<file path="config.mk">
export PLATFORM = sky130hd
export DESIGN_NAME = serial_add_unit
export DESIGN_NICKNAME = d
export VERILOG_FILES = /design/src/rtl/serial_add_unit.sv
export SDC_FILE = /design/constraint.sdc
export NUM_CORES = 1
export LEC_CHECK = 0
export ABC_AREA = 0
export BUFFER_PORTS_ARGS = -buffer_cell sky130_fd_sc_hd__buf_2
export CAP_MARGIN = 20
export CORE_MARGIN = 2
export CORE_UTILIZATION = 54
export DETAILED_ROUTE_END_ITERATION = 7
export GPL_TIMING_DRIVEN = 1
export HOLD_SLACK_MARGIN = 0.12
export PLACE_DENSITY_LB_ADDON = 0.3
export SYNTH_ARGS = -nofsm -noshare
export SYNTH_HDL_FRONTEND = slang
export SYNTH_SLANG_ARGS = --single-unit
</file>
<file path="constraint.sdc">
create_clock -name clk -period 1.44 [get_ports clk]
set_input_delay 0.144 -clock clk [delete_from_list [all_inputs] [get_ports clk]]
set_output_delay 0.144 -clock clk [all_outputs]
set_load 0.05 [all_outputs]
</file>
<file path="src/rtl/serial_add_unit.sv">
// serial_add_unit
//   Bit-serial WIDTH-bit add/subtract unit. One operand bit pair is resolved
//   per clock through a single full-adder cell built from two half-adder
//   stages and a carry OR. The operation runs start edge -> WIDTH edges ->
//   one-cycle done pulse -> idle. The issue interval is WIDTH+2 cycles.
//
// Ports
//   clk    : system clock, all state updates on the rising edge
//   rst    : synchronous, active-high reset (priority over everything)
//   start  : request, sampled only while idle
//   Sub    : 0 = A+B+Cin, 1 = A-B (A + ~B + 1), latched at start
//   A, B   : operands, latched at start
//   Cin    : carry-in for add, ignored for subtract, latched at start
//   busy   : high while bits are being resolved
//   done   : one-cycle pulse, Sum and flags valid
//   Sum    : result, held from done until the next completed operation
//   Cout   : final carry (subtract: 1 = no borrow)
//   Z/N/V  : zero, negative, signed-overflow flags
module serial_add_unit #(
   parameter int unsigned WIDTH = 8
) (
   input  logic             clk,
   input  logic             rst,
   input  logic             start,
   input  logic             Sub,
   input  logic [WIDTH-1:0] A,
   input  logic [WIDTH-1:0] B,
   input  logic             Cin,
   output logic             busy,
   output logic             done,
   output logic [WIDTH-1:0] Sum,
   output logic             Cout,
   output logic             Z,
   output logic             N,
   output logic             V
);

   localparam int unsigned CW = (WIDTH > 1) ? $clog2(WIDTH) : 1;

   typedef enum logic [1:0] {
      IDLE,
      RUN,
      DONE
   } state_t;

   state_t           state_q, state_d;
   logic [CW-1:0]    cnt_q, cnt_d;
   logic [WIDTH-1:0] a_q, a_d;
   logic [WIDTH-1:0] b_q, b_d;
   logic [WIDTH-1:0] res_q, res_d;
   logic             carry_q, carry_d;
   logic [WIDTH-1:0] sum_q, sum_d;
   logic             cout_q, cout_d;
   logic             z_q, z_d;
   logic             n_q, n_d;
   logic             v_q, v_d;

   logic             is_last;
   logic             ha1_s, ha1_c;
   logic             ha2_s, ha2_c;
   logic             fa_c;

   assign is_last = (cnt_q == CW'(WIDTH - 1));

   // Full-adder cell on the current LSBs of the operand shift registers.
   always_comb begin
      ha1_s = a_q[0] ^ b_q[0];
      ha1_c = a_q[0] & b_q[0];
      ha2_s = ha1_s ^ carry_q;
      ha2_c = ha1_s & carry_q;
      fa_c  = ha1_c | ha2_c;
   end

   // State register and datapath flops.
   always_ff @(posedge clk) begin
      if (rst) begin
         state_q <= IDLE;
         cnt_q   <= '0;
         a_q     <= '0;
         b_q     <= '0;
         res_q   <= '0;
         carry_q <= 1'b0;
         sum_q   <= '0;
         cout_q  <= 1'b0;
         z_q     <= 1'b0;
         n_q     <= 1'b0;
         v_q     <= 1'b0;
      end else begin
         state_q <= state_d;
         cnt_q   <= cnt_d;
         a_q     <= a_d;
         b_q     <= b_d;
         res_q   <= res_d;
         carry_q <= carry_d;
         sum_q   <= sum_d;
         cout_q  <= cout_d;
         z_q     <= z_d;
         n_q     <= n_d;
         v_q     <= v_d;
      end
   end

   // Next-state logic.
   always_comb begin
      state_d = state_q;
      case (state_q)
         IDLE:    if (start) state_d = RUN;
         RUN:     if (is_last) state_d = DONE;
         DONE:    state_d = IDLE;
         default: state_d = IDLE;
      endcase
   end

   // Datapath next values.
   always_comb begin
      cnt_d   = cnt_q;
      a_d     = a_q;
      b_d     = b_q;
      res_d   = res_q;
      carry_d = carry_q;
      sum_d   = sum_q;
      cout_d  = cout_q;
      z_d     = z_q;
      n_d     = n_q;
      v_d     = v_q;
      case (state_q)
         IDLE: begin
            if (start) begin
               a_d     = A;
               b_d     = Sub ? ~B : B;
               carry_d = Sub | Cin;
               cnt_d   = '0;
               res_d   = '0;
            end
         end
         RUN: begin
            a_d     = a_q >> 1;
            b_d     = b_q >> 1;
            // Sum bits enter at the MSB so bit 0 lands at position 0 after WIDTH shifts.
            res_d   = {ha2_s, res_q[WIDTH-1:1]};
            carry_d = fa_c;
            cnt_d   = cnt_q + CW'(1);
            if (is_last) begin
               cnt_d  = '0;
               sum_d  = res_d;
               cout_d = fa_c;
               z_d    = (res_d == '0);
               n_d    = ha2_s;
               // carry_q here is the carry into the MSB.
               v_d    = carry_q ^ fa_c;
            end
         end
         default: ;
      endcase
   end

   // Outputs.
   always_comb begin
      busy = 1'b0;
      done = 1'b0;
      case (state_q)
         RUN:     busy = 1'b1;
         DONE:    done = 1'b1;
         default: ;
      endcase
   end

   assign Sum  = sum_q;
   assign Cout = cout_q;
   assign Z    = z_q;
   assign N    = n_q;
   assign V    = v_q;

endmodule

</file>
# After elaboration in Yosys (flattened, before gate mapping)

Cells that the tools add are included.
W data, S select, Z words.

Flip-flop bits (word level): 42
Input port bits: 21
Output and inout bits: 14
Logic and storage cells: 48

Add/subtract/negate cells: 1
Equal/unequal tests: 5
Mux-type cells: 17
Bitwise logic cells: 8
Reduce and logical (&&, ||, !) cells: 6

Operators with widths:

| kind                  | count |
|---|---|
| $pmux W8 S2           | 3 |
| $mux W8               | 4 |
| $logic_not A8 Y1      | 1 |
| $not A8 Y8            | 1 |
| $mux W3               | 2 |
| $pmux W3 S2           | 1 |
| $reduce_and A2 Y1     | 3 |
| $mux W2               | 2 |
| $ne A2 B2 Y1 const B  | 2 |
| $pmux W2 S2           | 1 |
| $add A3 B1 Y3 const B | 1 |
| $eq A3 B3 Y1 const B  | 1 |
| $mux W1               | 3 |
| $xor A1 B1 Y1         | 3 |
| $and A1 B1 Y1         | 2 |
| $eq A2 B1 Y1 const B  | 1 |
| $eq A2 B2 Y1 const B  | 1 |
| $logic_not A2 Y1      | 1 |
| $or A1 B1 Y1          | 2 |
| $pmux W1 S2           | 1 |
| $reduce_bool A2 Y1    | 1 |

# Depth between registers and ports, before layout

Depth in word-level cells: 4
Depth in mapped cells: 6
Mapped depth without buffers: 5

# Worst setup path after synthesis

Ideal clock, no wire load.

Path kind: register to output
From: register state_q[1]
To: output done
Data arrival time: 1.343 ns
Data required time: 1.296 ns
Slack: -0.047 ns
Cell stages (with the launch flop): 4
Path buffers: 2
Cell sequence: dfxtp_1 > buf_6 > buf_2 > nor2b_1

Longest elaborated chain between the ends: 2

Ends and longest elaborated chain:

| element                | RTL line | text |
|---|---|---|
| from (decl)            | 46       | `state_t state_q, state_d;` |
| from (signal assigned) | 89       | `state_q <= state_d;` |
| $eq A2 B2 Y1           | 161      | `case (state_q)` |
| $mux W1                | 161      |  |
| to (decl)              | 30       | `output logic done,` |

Every way passes these cells.

# Final worst setup path

Ends and elaborated chain as after synthesis.

==> impl_results.md <==
- Max-slew violation count: 0
- Vias per cell: between 5 and 6
- Max Cap Violations: 0
- Placed Cells: approximately 270
- Final setup margin: 0.0794 ns
- Layout Nets: 269
- Ys Warns: 0
- Syn_nets: 222
- Netlist cell types: 36
- Clk Tree Root Cell: clkbuf_4
- Antenna violations before repair: 0
- Period utilization: 0.945
- WL/cell: between 10 and 15 um
- Leakage: 0.913 nW
- Die Ht: about 63 um
- First-pass GRT wire length: 6.41 mm
- Reg clk slew, reported paths: 0.12 ns
- RR Startpoint: cnt_q[0]
- Cell Count, Final, Fillers Out: 292
- Critical path arrival: 1.22 ns
- Layout area overhead: 22.7%
- Final wirelength: 3.87 mm
- Status: completed
- Worst VDD drop: 629 uV
- Gr ovfl total: 0
- GP Congestion: around 0.72
- Largest area contributor in the netlist: dfxtp_1
- Clock Skews: 0.00827 ns
- Clock Path Buffers: 2
- Vias: 1579
- PD cells: 983 mW/mm2
- Design Power: 2.23 mW
- Commonest cells after routing, fill and taps aside: dfxtp_1 (38), buf_2 (32), nor2_1 (22)
- Worst R2R End: V
- Number of CTS-inserted buffers: 5
- Setup violators final: 0
- DIE WIDTH: roughly 63 um
- Detailed Routing Iterations Pass 1: 5
- Total track usage: 0.209
- Vias in the first global route: 1423
- Share of layout cells above drive strength 1: 0.341
- Crit path to: done
- Sequential-to-total area share from yosys stat: 0.432
- Post-Place Setup Slack: 0.0660 ns
- RSZ-0062 raised after global routing: yes
- CTS Sinks: 40
- Initial Util: 0.560
- Synth area leaders: dfxtp_1 (43%), a22oi_1 (8.5%), a21oi_2 (5.7%)
- Crit path kind: register to output pin
- Origin of the worst setup path: state_q[1]
- IO Pins: 35
- Diodes inserted: 0
- Starting DRC count in detailed routing: ~120
- Largest net degree at the start of global routing: 18
- Least-Margin Pin Slew: 0.310 ns
- Post-Syn Instances: 198
- R2R cell count: 5
- Fin crit period: around 1.4 ns
- Core Region: approximately 0.0033 mm2
- Synth Register Bits: 40
- Hold Vio Cnt, Final: 0
- Mapped Area: 0.00185 mm2
- Clk Latency, worst-skew pair: 0.36 ns
- Max Fanout on Critical Path: 8
- CP Data Required Time: 1.30 ns
- CTS tree: yes
- CP endpoint kind: output pin
- Detail Route Antenna Nets: 0
- # DRC: 0
- Fmax: roughly 730 MHz
- Number of buffers added on ports: 34
- Startpoint Class: register
- Top cell type's share of synthesized area: 0.432
- Min-Delay Path Class: primary input to register
- Htree depth: 2
- Worst slew margin: 0.792
- Setup slack, reg-to-reg: 0.08 ns
- Syn_area_per_cell: between 9 and 10 um2
- DIE AREA: 0.00392 mm2
- # rows: 21
- Detailed Place HPWL: 2.44 mm
- Commonest non-fill, non-tap cell in the layout: dfxtp_1
-- state kept, by name, summed over array words and instances, names as in the netlist --
name     cells
Cout         1
Sum          8
V            1
Z            1
a_q          8
b_q          8
carry_q      1
cnt_q        3
res_q        7
state_q      2
-- power breakdown --
part / switching, mW / internal (mW)
combinational: 0.159 / 0.153
clock: 0.375 / 0.364
sequential: 0.0339 / 1.15
total: 0.567 / 1.67
-- critical path, stage by stage, from the launching register on --
cell	delay (ns)
dfxtp_4	0.39
buf_4	0.15
nor2b_2	0.15
buf_6	0.16
-- layout make-up --
class | count | area, um2
fill | 290 | 1040
multi-input combinational | 133 | 906
sequential | 40 | 808
timing repair buffer | 56 | 387
tap | 46 | 57.6
clock buffer | 6 | 41.3
inverter | 9 | 38.8
clock inverter | 2 | 35.0
-- metrics by stage --
stage / TNS, ns / hold slack (ns) / utilization / instance area, um2
finish: 0 / 0.136 / 0.687 / 2270
global route: -0.0121 / 0.139 / 0.687 / 2270
CTS: 0 / 0.137 / 0.669 / 2220
detailed placement: 0 / 0.432 / 0.616 / 2040
global placement: 0 / 0.424 / 0.616 / 2040
floorplan: 0 / 0.325 / - / 1860
-- kinds of logic after synthesis --
family,count (synthesis),synth area share
flops,40,0.432
fa+ha+maj,3,0.0243
buf+inv,26,0.0891
mux,1,0.00608
xor+xnor,9,0.0425
compound gates,63,0.268
simple gates,56,0.138
-- cell usage after synthesis (all sizes together) --
master   number
a211oi        1
a21oi        20
a221oi        1
a22oi        21
a2bb2oi       2
and2b         1
and3b         1
buf          14
clkbuf        3
dfxtp        40
fa            1
ha            2
inv           9
mux2          1
nand2        22
nand2b        2
nand3         1
nand3b        2
nor2         22
nor2b         2
nor3          1
nor4          2
o21a          3
o21ai         1
o21bai        1
o221a         4
o22ai         8
o31ai         1
xnor2         8
xor2          1
-- worst min path at each step --
stage,from,end,slack [ns],cells after the start
2_1_floorplan,B[0],b_q[0],0.33,2
5_1_grt,A[7],a_q[7],0.14,3
4_1_cts,A[7],a_q[7],0.14,3
3_5_place_dp,Cin,carry_q,0.43,3
6_report,A[7],a_q[7],0.14,3
3_3_place_gp,Cin,carry_q,0.42,3
-- routing by layer --
layer	GRT usage	vias up	wire, um
met4	0.0833	0	44
met2	0.319	50	1800
met3	0.0667	5	216
met5	0	-	0
li1	-	790	-
met1	0.274	734	1810
-- what timing repair did --
action	in CTS	in global routing
hold endpoints to repair	9	0
cloned	0	1
hold buffers	9	0
endpoints found under the setup margin	2	9
gates resized for setup	5	8
buffers inserted	0	3
Note: power is estimated with default switching activity, not from simulation.
